File: config.mk
export PLATFORM = sky130hd
export DESIGN_NAME = march_bist_ctrl
export DESIGN_NICKNAME = d
export VERILOG_FILES = /design/src/rtl/march_bist_ctrl.sv
export SDC_FILE = /design/constraint.sdc
export NUM_CORES = 1
export LEC_CHECK = 0
export CAP_MARGIN = 20
export CELL_PAD_IN_SITES_DETAIL_PLACEMENT = 0
export CELL_PAD_IN_SITES_GLOBAL_PLACEMENT = 1
export CORE_MARGIN = 2
export CORE_UTILIZATION = 33
export CTS_BUF_LIST = sky130_fd_sc_hd__clkbuf_16
export CTS_CLUSTER_DIAMETER = 120
export DETAILED_ROUTE_END_ITERATION = 10
export PLACE_DENSITY = 0.77
export SYNTH_ARGS = -nofsm -noshare
export SYNTH_HDL_FRONTEND = slang
export SYNTH_SLANG_ARGS = --single-unit
File: constraint.sdc
create_clock -name clk -period 3.35 [get_ports clk]
set_input_delay 0.335 -clock clk [delete_from_list [all_inputs] [get_ports clk]]
set_output_delay 0.335 -clock clk [all_outputs]
set_load 0.01 [all_outputs]
File: src/rtl/march_bist_ctrl.sv
// March C- memory BIST engine.
// Drives a memory with registered write data (captured one cycle before the
// write edge) and a 2-cycle read latency. Runs
//   e0 up(w0); e1 up(r0,w1); e2 up(r1,w0); e3 dn(r0,w1); e4 dn(r1,w0); e5 up(r0)
// and reports pass/fail, the first failing address/element and a saturating
// miscompare count.
//
// Ports:
//   clk, rst_n        clock, asynchronous active-low reset
//   start             run request, honoured only in IDLE/DONE
//   mem_write_read    1 = write, 0 = read
//   mem_address       memory address
//   mem_wdata         data of the op issued in the following cycle
//   mem_rdata         memory read data (2 cycles after the read is issued)
//   busy / done       RUN or DRAIN / test finished
//   fail              sticky miscompare flag for the current run
//   fail_addr/elem    location and element index of the first miscompare
//   fail_count        miscompare count, saturating at 255
//
// state | meaning
// IDLE  | waiting for first start
// RUN   | issuing one memory op per cycle
// DRAIN | waiting for the last two reads to return
// DONE  | results valid, waiting for start
module march_bist_ctrl #(
    parameter int DATA_WIDTH = 8,
    parameter int ADDR_WIDTH = 4,
    parameter int CAPACITY   = 15
) (
    input  logic                  clk,
    input  logic                  rst_n,
    input  logic                  start,
    output logic                  mem_write_read,
    output logic [ADDR_WIDTH-1:0] mem_address,
    output logic [DATA_WIDTH-1:0] mem_wdata,
    input  logic [DATA_WIDTH-1:0] mem_rdata,
    output logic                  busy,
    output logic                  done,
    output logic                  fail,
    output logic [ADDR_WIDTH-1:0] fail_addr,
    output logic [2:0]            fail_elem,
    output logic [7:0]            fail_count
);

    localparam logic [1:0] S_IDLE  = 2'd0;
    localparam logic [1:0] S_RUN   = 2'd1;
    localparam logic [1:0] S_DRAIN = 2'd2;
    localparam logic [1:0] S_DONE  = 2'd3;

    localparam logic [ADDR_WIDTH-1:0] ADDR_MAX = ADDR_WIDTH'(CAPACITY);
    localparam logic [ADDR_WIDTH-1:0] ADDR_ONE = ADDR_WIDTH'(1);
    localparam logic [DATA_WIDTH-1:0] ONES     = '1;

    // Position of one op in the march: element, address, op index within element.
    typedef struct packed {
        logic [2:0]            elem;
        logic [ADDR_WIDTH-1:0] addr;
        logic                  phase;
    } pos_t;

    function automatic logic is_desc(input logic [2:0] e);
        return (e == 3'd3) || (e == 3'd4);
    endfunction

    function automatic logic two_ops(input logic [2:0] e);
        return (e >= 3'd1) && (e <= 3'd4);
    endfunction

    function automatic logic op_is_write(input pos_t p);
        return (p.elem == 3'd0) || p.phase;
    endfunction

    // Write data for writes, expected data for reads.
    function automatic logic [DATA_WIDTH-1:0] op_data(input pos_t p);
        logic [DATA_WIDTH-1:0] d;
        case (p.elem)
            3'd1, 3'd3: d = p.phase ? ONES : '0;
            3'd2, 3'd4: d = p.phase ? '0 : ONES;
            default:    d = '0;
        endcase
        return d;
    endfunction

    function automatic logic is_final(input pos_t p);
        return (p.elem == 3'd5) && (p.addr == ADDR_MAX);
    endfunction

    function automatic pos_t advance(input pos_t p);
        pos_t n;
        n = p;
        if (two_ops(p.elem) && !p.phase) begin
            n.phase = 1'b1;
        end else begin
            n.phase = 1'b0;
            if (p.addr == (is_desc(p.elem) ? '0 : ADDR_MAX)) begin
                n.elem = p.elem + 3'd1;
                n.addr = is_desc(n.elem) ? ADDR_MAX : '0;
            end else begin
                n.addr = is_desc(p.elem) ? p.addr - ADDR_ONE : p.addr + ADDR_ONE;
            end
        end
        return n;
    endfunction

    logic [1:0]            state_q, state_d;
    logic                  we_q, we_d;
    logic [ADDR_WIDTH-1:0] addr_q, addr_d;
    logic [DATA_WIDTH-1:0] wdata_q, wdata_d;
    logic [DATA_WIDTH-1:0] cur_exp_q, cur_exp_d;
    logic [2:0]            cur_elem_q, cur_elem_d;
    pos_t                  la_q, la_d;          // op to issue next cycle
    logic                  la_valid_q, la_valid_d;
    logic                  drain_q, drain_d;
    logic                  start_acc;
    pos_t                  la_next;
    pos_t                  first_next;

    logic                  s1_valid_q, s2_valid_q;
    logic [DATA_WIDTH-1:0] s1_exp_q, s2_exp_q;
    logic [ADDR_WIDTH-1:0] s1_addr_q, s2_addr_q;
    logic [2:0]            s1_elem_q, s2_elem_q;
    logic                  fail_q;
    logic [ADDR_WIDTH-1:0] fail_addr_q;
    logic [2:0]            fail_elem_q;
    logic [7:0]            fail_count_q;
    logic                  miscompare;

    always_comb begin
        state_d    = state_q;
        we_d       = we_q;
        addr_d     = addr_q;
        wdata_d    = wdata_q;
        cur_exp_d  = cur_exp_q;
        cur_elem_d = cur_elem_q;
        la_d       = la_q;
        la_valid_d = la_valid_q;
        drain_d    = drain_q;
        start_acc  = 1'b0;
        la_next    = advance(la_q);
        first_next = advance(pos_t'('0));
        case (state_q)
            S_IDLE, S_DONE: begin
                if (start) begin
                    start_acc  = 1'b1;
                    state_d    = S_RUN;
                    we_d       = 1'b1;
                    addr_d     = '0;
                    cur_exp_d  = '0;
                    cur_elem_d = 3'd0;
                    la_d       = first_next;
                    la_valid_d = 1'b1;
                    wdata_d    = op_data(first_next);
                end
            end
            S_RUN: begin
                if (la_valid_q) begin
                    we_d       = op_is_write(la_q);
                    addr_d     = la_q.addr;
                    cur_exp_d  = op_data(la_q);
                    cur_elem_d = la_q.elem;
                    la_d       = la_next;
                    la_valid_d = !is_final(la_q);
                    // wdata leads the issued op by one cycle
                    wdata_d    = is_final(la_q) ? '0 : op_data(la_next);
                end else begin
                    state_d = S_DRAIN;
                    we_d    = 1'b0;
                    wdata_d = '0;
                    drain_d = 1'b0;
                end
            end
            S_DRAIN: begin
                if (drain_q) state_d = S_DONE;
                else         drain_d = 1'b1;
            end
            default: state_d = S_IDLE;
        endcase
    end

    always_ff @(posedge clk or negedge rst_n) begin
        if (!rst_n) begin
            state_q    <= S_IDLE;
            we_q       <= 1'b0;
            addr_q     <= '0;
            wdata_q    <= '0;
            cur_exp_q  <= '0;
            cur_elem_q <= 3'd0;
            la_q       <= '0;
            la_valid_q <= 1'b0;
            drain_q    <= 1'b0;
        end else begin
            state_q    <= state_d;
            we_q       <= we_d;
            addr_q     <= addr_d;
            wdata_q    <= wdata_d;
            cur_exp_q  <= cur_exp_d;
            cur_elem_q <= cur_elem_d;
            la_q       <= la_d;
            la_valid_q <= la_valid_d;
            drain_q    <= drain_d;
        end
    end

    assign miscompare = s2_valid_q && (mem_rdata != s2_exp_q);

    // Two-stage pipeline lines up each read with its returning data.
    always_ff @(posedge clk or negedge rst_n) begin
        if (!rst_n) begin
            s1_valid_q   <= 1'b0;
            s1_exp_q     <= '0;
            s1_addr_q    <= '0;
            s1_elem_q    <= 3'd0;
            s2_valid_q   <= 1'b0;
            s2_exp_q     <= '0;
            s2_addr_q    <= '0;
            s2_elem_q    <= 3'd0;
            fail_q       <= 1'b0;
            fail_addr_q  <= '0;
            fail_elem_q  <= 3'd0;
            fail_count_q <= 8'd0;
        end else begin
            s1_valid_q <= (state_q == S_RUN) && !we_q;
            s1_exp_q   <= cur_exp_q;
            s1_addr_q  <= addr_q;
            s1_elem_q  <= cur_elem_q;
            s2_valid_q <= s1_valid_q;
            s2_exp_q   <= s1_exp_q;
            s2_addr_q  <= s1_addr_q;
            s2_elem_q  <= s1_elem_q;
            if (start_acc) begin
                fail_q       <= 1'b0;
                fail_addr_q  <= '0;
                fail_elem_q  <= 3'd0;
                fail_count_q <= 8'd0;
            end else if (miscompare) begin
                fail_q <= 1'b1;
                if (fail_count_q != 8'hFF) fail_count_q <= fail_count_q + 8'd1;
                if (!fail_q) begin
                    fail_addr_q <= s2_addr_q;
                    fail_elem_q <= s2_elem_q;
                end
            end
        end
    end

    assign mem_write_read = we_q;
    assign mem_address    = addr_q;
    assign mem_wdata      = wdata_q;
    assign busy           = (state_q == S_RUN) || (state_q == S_DRAIN);
    assign done           = (state_q == S_DONE);
    assign fail           = fail_q;
    assign fail_addr      = fail_addr_q;
    assign fail_elem      = fail_elem_q;
    assign fail_count     = fail_count_q;

endmodule

Word level (Yosys, flattened, before mapping)
Index checks and enable logic that the tools add are counted.
- register bits after elaboration: 84
- bits in latches: 0
- bits in writable memories: 0
- ROM bits: 0
- input bits: 11
- output and inout port bits: 31
- logic and storage cells: 135
- memories kept: 0
- $add $sub $neg: 4
- multiply operators: 0
- div/mod/pow operators: 0
- $lt $le $gt $ge: 2
- equality and inequality tests: 24
- shifts and indexed selects: 0
- muxes and demuxes: 52
- bitwise operators: 0
- reductions and logical operators: 30
- operator list (cell ; count):
    $mux 8 ; 13
    $pmux 8 s2 ; 5
    $mux 4 ; 9
    $mux 3 ; 6
    $eq 3x2->1 const B ; 5
    $eq 3x3->1 const B ; 4
    $ne 2x2->1 const B ; 6
    $reduce_or 2->1 ; 5
    $mux 1 ; 9
    $add 8x1->8 const B ; 1
    $ne 8x8->1 ; 1
    $ne 8x8->1 const B ; 1
    $pmux 4 s2 ; 1
    $reduce_and 2->1 ; 4
    $reduce_bool 2->1 ; 4
    $mux 7 ; 1
    $eq 3x1->1 const B ; 2
    $mux 2 ; 3
    $pmux 1 s2 ; 3
    $pmux 2 s3 ; 1
    $pmux 3 s2 ; 1
    $reduce_and 3->1 ; 2
    $logic_and 1x1->1 ; 5
    $add 4x1->4 const B ; 1
    other kinds (13) ; 19

Logic depth before layout (Yosys ltp)
Gate-level depths: netlist of run 1.
- depth in word-level cells: 12
- mapped depth: 11
- gate-level depth less buffers: 10

Worst setup path before layout of run 1
No wires, ideal clock.
- path kind: register to register
- from: register la_q[5] in the netlist's numbering
- to: register la_q[4] in the netlist's numbering
- setup time: 121 ps
- data arrival time: 2500 ps
- data required time: 3229 ps
- path slack: 729 ps
- cell stages (with the launch flop): 12
- buffers on the path: 1
- clock period less this slack: 2621 ps
- cells stage by stage: dfrtp_1 > inv_1 > ha_1 > mux2i_1 > inv_1 > ha_1 > nand4_1 > mux2i_1 > clkbuf_1 > nor2_1 > a22o_1 > a22o_1
- cells in the longest elaborated chain, start to end: 8
- elaborated cells between the ends (all ways): 21
- classes of those cells: 1 x add/sub; 2 x order compare; 6 x eq/ne; 7 x mux; 5 x reduce/logical
- ends and longest elaborated chain (element ; RTL line ; text):
    start: declaration ; 111 ; pos_t la_q, la_d;
    start signal: assignment ; 198 ; la_q <= la_d;
    $add 3x1->3 (tied with other cells) ; 96 ; n.elem = p.elem + 3'd1;
    $eq 3x2->1 (tied with other cells) ; 62 ; return (e == 3'd3) || (e == 3'd4);
    $logic_or 1x1->1 or $mux 4 (tied branches) ; 62, 95 ;
    $mux 4 or $eq 4x4->1 (tied branches) ; 97, 95 ;
    $mux 4 ; 95 ; if (p.addr == (is_desc(p.elem) ? '0 : ADDR_MAX)) begin
    $mux 7 ; 91 ; if (two_ops(p.elem) && !p.phase) begin
    $mux 8 ; 156 ; if (la_valid_q) begin
    $pmux 8 s2 ; 141 ; case (state_q)
Parallel ways exist; a longest one is shown, timed or not. The select of a mux whose other input is x is not followed.
A chain may end at the register's enable or synchronous reset.

Final worst setup path of run 1
Ends and elaborated chain as after synthesis.

==> metrics.txt, run 1 <==
top cells by area, synth=dfrtp_1, ha_1, nor2_1; first-pass GRT wire length=8700 um; Crit Path Category=reg2reg; post-synth top area share=53.08%; Final #Nets=306; Ys Warns=0; port buffer count=41; Clock Skew=0.004597 ns; vias in the first global route=1746; Power Dens Cells=708.0 nW/um^2; Syn Area/Cell=10.73 um^2; GRT Residual Overflow=0; slew margin rel.=46.90%; number of CTS-inserted buffers=5; clk root buf=clkbuf_16; Core Area=7727 um^2; die area=8732 um^2; maximum clock frequency=0.3508 GHz; crit-path max cell delay=0.49 ns; Setup Fix Bufs, Post-CTS=0; vias=1823; HPWL after detailed placement=3745 um; post-route clock period utilization=85.08%; worst hold path class=in2async; leading cell type in the layout, fill and taps excluded=dfrtp_1; Initial Utilization=34.16%; reg-to-reg endpoint=la_q[4]; Logic pwr share=34.8%; Tightest Pin Transition=0.7965 ns; remaining antenna violation count=0; clock tree buffer depth=2; Horiz. Die Dim=93.45 um; RSZ-0062 raised after global routing=false; r2r startpoint=la_q[5]; Clk pwr share=24.3%; Iter 0 DRT Violations=111; DR vias/cell=4.735; GP Congestion=0.8081; Routed WL per cell=13.18 um; Syn Std Cell Area=2640 um^2; Post-synth ARST share=100.0%; Layout area overhead=23.65%; Psw=793.6 uW; most frequent cells in the layout=dfrtp_1, clkdlybuf4s50_1, nor2_1, nand2_1, o21ai_0; Critical Path Start Type=flip-flop; IO Pins=42; CP cell instances=inv_1 -> ha_1 -> mux2i_1 -> inv_1 -> ha_1 -> nand4_1 -> mux2i_1 -> buf_4 -> nor2_1 -> a22o_1 -> a22o_1; Pint=1517 uW; synth unique cells=42; sequential share of the synthesized area=53.08%; Final Slew Violations=0; EDFF count, synth=0; # setup viols final=0; Detailed Route WL=5076 um; CTS sink count=56; leakage=0.001481 uW; setup slack, reg-to-reg=0.50 ns; Clock Pin Slew Worst Setup and Hold Paths=0.06 ns; Row Count=32; crit-path max FO=10; Flop pwr share=40.9%; Power Total=2311 uW; DRC viols=0; share of layout cells above drive strength 1=5.300%; setup TNS=0 ns; hold buffer count at cts=0; Synth Register Bits=56; GRT Total Usage=12.39%; final hold violation count=0; Reg2Reg Depth=11; switching share of power=34.34%; CP max-delay cell=dfrtp_1; DIE HEIGHT=93.45 um; fillers=748; crit end category=flip-flop; largest net degree at the start of global routing=37; area leader, netlist=dfrtp_1; max cap viols=0; outcome=complete, no violations; initial antenna violation count=0; fin crit period=2.850 ns; CP required=3.52 ns; worst vdd ir=0.0002730 V; H-Tree Depth=2; Arr. time, crit path=3.02 ns; DRT Pass-1 Iters=4; antenna fix cells=0; Worst-Skew Late Latency=0.28 ns; Post-Syn Instances=246; Main synth FF type=dfrtp_1; Synthesized Nets=270; TritonCTS clock tree=done; Resized Gates After CTS=0
-- flip-flops by register name, summed over array words and instances, names as in the netlist, 2 cells and up --
name	flops
fail_addr	4
fail_count	8
la_q	8
s1_addr_q	4
cur_elem_q	3
state_q	2
s2_addr_q	4
s2_elem_q	3
fail_elem	3
mem_address	4
s1_elem_q	3
-- routing by layer --
metal	vias to the layer above	part of all wire [%]	GRT usage [%]
met2	30	47	20.32
met1	860	49	16.91
met5	-	0	0
met4	0	0.79	2.941
li1	931	-	-
met3	2	3.4	2.498
-- how the worst max path moves through the flow --
stage                 start            to  cells past startpoint
3_5_place_dp        la_q[5]       la_q[4]                     11
2_1_floorplan       la_q[5]       la_q[4]                     11
3_3_place_gp   mem_rdata[4]  fail_elem[1]                      6
6_report            la_q[5]       la_q[4]                     11
4_1_cts             la_q[5]       la_q[4]                     11
5_1_grt             la_q[5]       la_q[4]                     11
-- metrics by stage --
| step | hold slack (ns) | cell area [um^2] | utilization (%) | cells | setup WS (ns) |
|---|---|---|---|---|---|
| global placement | 0.3326 | 3100 | 40.12 | 377 | 0.6136 |
| floorplan | 0.03941 | 2640 | - | 246 | 0.7294 |
| detailed placement | 0.3347 | 3100 | 40.12 | 377 | 0.5313 |
| global route | 0.1922 | 3264 | 42.24 | 385 | 0.2779 |
| finish | 0.1392 | 3264 | 42.24 | 385 | 0.4998 |
| CTS | 0.1714 | 3264 | 42.24 | 385 | 0.5121 |
-- Yosys cell counts, types with 5 or more instances --
| cell type | count |
|---|---|
| a21oi_1 | 8 |
| nand4_1 | 6 |
| clkbuf_1 | 5 |
| nand3_1 | 6 |
| xnor2_1 | 10 |
| o21ai_0 | 14 |
| ha_1 | 12 |
| nor2_1 | 30 |
| mux2i_1 | 11 |
| nand2_1 | 17 |
| dfrtp_1 | 56 |
| inv_1 | 12 |
| buf_4 | 7 |
-- kinds of logic after synthesis --
| kind of cell | Yosys count | share of synthesized area [%] |
|---|---|---|
| AOI/OAI and AO/OA | 46 | 12.09 |
| muxes | 12 | 4.597 |
| adders and majority gates | 13 | 6.445 |
| xor gates and xnor gates | 11 | 3.649 |
| and+or+nand+nor | 82 | 15.12 |
| buffers and inverters | 26 | 5.023 |
| DFF | 56 | 53.08 |
-- critical path: cells and delay by family, from the launching register on --
family                   cells  cell delay [ns]
AO/OA/AOI/OAI                2             0.36
adder cells (fa/ha/maj)      2             0.69
buffers and inverters        3             0.52
flip-flops                   1             0.49
multiplexers                 2             0.52
AND/OR/NAND/NOR              2             0.16
-- final cells by class --
| type | instances | area, um^2 | share of cell area, % |
|---|---|---|---|
| clock buffers | 5 | 125.1 | 3.833 |
| inverters | 12 | 45.04 | 1.380 |
| clock inverters | 3 | 38.79 | 1.188 |
| multi-input cells | 164 | 1106 | 33.88 |
| well taps | 102 | 127.6 | 3.910 |
| flip-flops and latches | 56 | 1401 | 42.93 |
| repair buffers | 43 | 420.4 | 12.88 |
-- power by group through the flow --
stage	sequential, uW	combinational [uW]	clock (uW)
after floorplan	946	516	0
after global placement	952	804	0
after detailed placement	961	817	0
after CTS	948	818	576
after global routing	969	905	610
final	944	805	562
No activity file was read; power rests on OpenSTA's default activity.
==> run 2: changes to the inputs <==
- CTS_CLUSTER_DIAMETER: 120 -> 200
- RECOVER_POWER: unset -> 25
==> run 2 against run 1 <==
  * The flow now finishes with violations (capacitance limit, slew limit)
  * Register-to-register slack is essentially flat
  * Setup slack is the same
  * Sequential power about the same
  * Design area barely moved
  * Wire length hardly changed
  * Utilization about the same
  * Sequential cell count unchanged
  * Critical path depth unchanged
==> metrics.txt, run 2 (synthesized netlist as in run 1, its figures left out) <==
Hold Crit Depth=0; clock tree buffer depth=2; Power Dens Cells=708.2 nW/um^2; worst hold path class=reg2reg; max cap viols=1; largest net degree at the start of global routing=37; H-Tree Depth=2; fin crit period=2.850 ns; leading cell type in the layout, fill and taps excluded=dfrtp_1; DIE HEIGHT=93.45 um; Resized Gates After CTS=0; CP required=3.52 ns; Crit Path Category=reg2reg; delay-heaviest family, CP=adder cells; Tightest Pin Transition=1.915 ns; RSZ-0062 raised after global routing=false; DR vias/cell=4.735; Reg area=1401 um^2; maximum clock frequency=0.3508 GHz; number of CTS-inserted buffers=5; Worst-Skew Late Latency=0.28 ns; crit path from=la_q[5]; setup TNS=0 ns; Setup Fix Bufs, Post-CTS=0; Clock Skew=0.004597 ns; fillers=748; worst vdd ir=0.0002730 V; Reg2Reg Depth=11; Initial Utilization=34.16%; Final Non-Filler Cells=385; Final #Nets=306; remaining antenna violation count=0; antenna fix cells=0; CP max-delay cell=dfrtp_1; final hold violation count=0; share of layout cells above drive strength 1=4.947%; DRT Pass-1 Iters=4; die area=8732 um^2; Critical Path Start Type=flip-flop; GP Congestion=0.8081; Detailed Route WL=5078 um; GRT Total Usage=12.39%; reg-to-reg endpoint=la_q[4]; Arr. time, crit path=3.02 ns; Horiz. Die Dim=93.45 um; TritonCTS clock tree=done; CP Buf/Inv Count=3; WP depth=11; Clock Pin Slew Worst Setup and Hold Paths=0.06 ns; leakage=0.001478 uW; Multi-input gate area=1106 um^2; CTS sink count=56; crit-path max FO=10; vias in the first global route=1746; initial antenna violation count=0; Final Slew Violations=37; vias=1823; Layout area overhead=23.60%; DRC viols=0; hold path start=s1_elem_q[2]; clk root buf=clkbuf_16; crit-path max cell delay=0.49 ns; Core Area=7727 um^2; r2r startpoint=la_q[5]; crit end category=flip-flop; GRT Residual Overflow=0; IO Pins=42; failing checks=capacitance limit, slew limit; first-pass GRT wire length=8700 um; CP cell instances=inv_1 -> ha_1 -> mux2i_1 -> inv_1 -> ha_1 -> nand4_1 -> mux2i_1 -> buf_4 -> nor2_1 -> a22o_1 -> a22o_1; slew margin rel.=-27.68%; # setup viols final=0; Row Count=32; setup slack, reg-to-reg=0.50 ns; most frequent cells in the layout=dfrtp_1, clkdlybuf4s50_1, nor2_1, nand2_1, o21ai_0; Worst setup endpoint=la_q[4]; post-route clock period utilization=85.08%; hold buffer count at cts=0; HPWL after detailed placement=3745 um; placed cell count=377; Routed WL per cell=13.19 um; Iter 0 DRT Violations=111; port buffer count=41; outcome=finished, violations left
==> run 2: metrics by stage <==
step	setup slack (ns)	cell area (um^2)	util, %	power (uW)	hold slack [ns]
final	0.4998	3263	42.23	2311	0.3457
after global routing	0.2779	3263	42.23	2483	0.3484
after CTS	0.5121	3264	42.24	2342	0.1714
after detailed placement	0.5313	3100	40.12	1778	0.3347
after global placement	0.6136	3100	40.12	1756	0.3326
after floorplan	0.7294	2640	-	1462	0.03941
==> run 2: how the worst min path moves through the flow <==
stage                    end  slack, ns
2_1_floorplan  cur_elem_q[0]       0.04
3_3_place_gp    s2_elem_q[2]       0.33
3_5_place_dp    s2_addr_q[1]       0.33
4_1_cts        fail_count[5]       0.17
5_1_grt         s2_elem_q[2]       0.35
6_report        s2_elem_q[2]       0.35
==> run 2: routing by layer <==
layer / vias up / GRT usage (%) / routed length [um]
li1: 931 / - / -
met1: 860 / 16.91 / 2482
met2: 30 / 20.32 / 2381
met3: 2 / 2.498 / 174
met4: 0 / 2.941 / 40
met5: - / 0 / 0
==> run 2: final cells by class <==
type / count / share of cell area, %
Clock buffer: 5 / 3.834
Inverter: 12 / 1.380
Sequential cell: 56 / 42.94
Tap cell: 102 / 3.911
Multi-Input combinational cell: 164 / 33.90
Clock inverter: 3 / 1.189
Timing Repair Buffer: 43 / 12.85
==> run 2: worst register-to-register path: stages (launching register included) <==
cell and delay [ns]:
dfrtp_1 0.49, inv_1 0.13, ha_1 0.26, mux2i_1 0.33, inv_1 0.19, ha_1 0.43
nand4_1 0.11, mux2i_1 0.19, buf_4 0.20, nor2_1 0.05, a22o_1 0.19, a22o_1 0.17
==> run 2: power breakdown <==
part | switching [uW] | total, uW | internal [uW]
Combinational | 462 | 805 | 343
Clock | 214 | 562 | 348
Sequential | 118 | 944 | 826
Total | 794 | 2310 | 1520
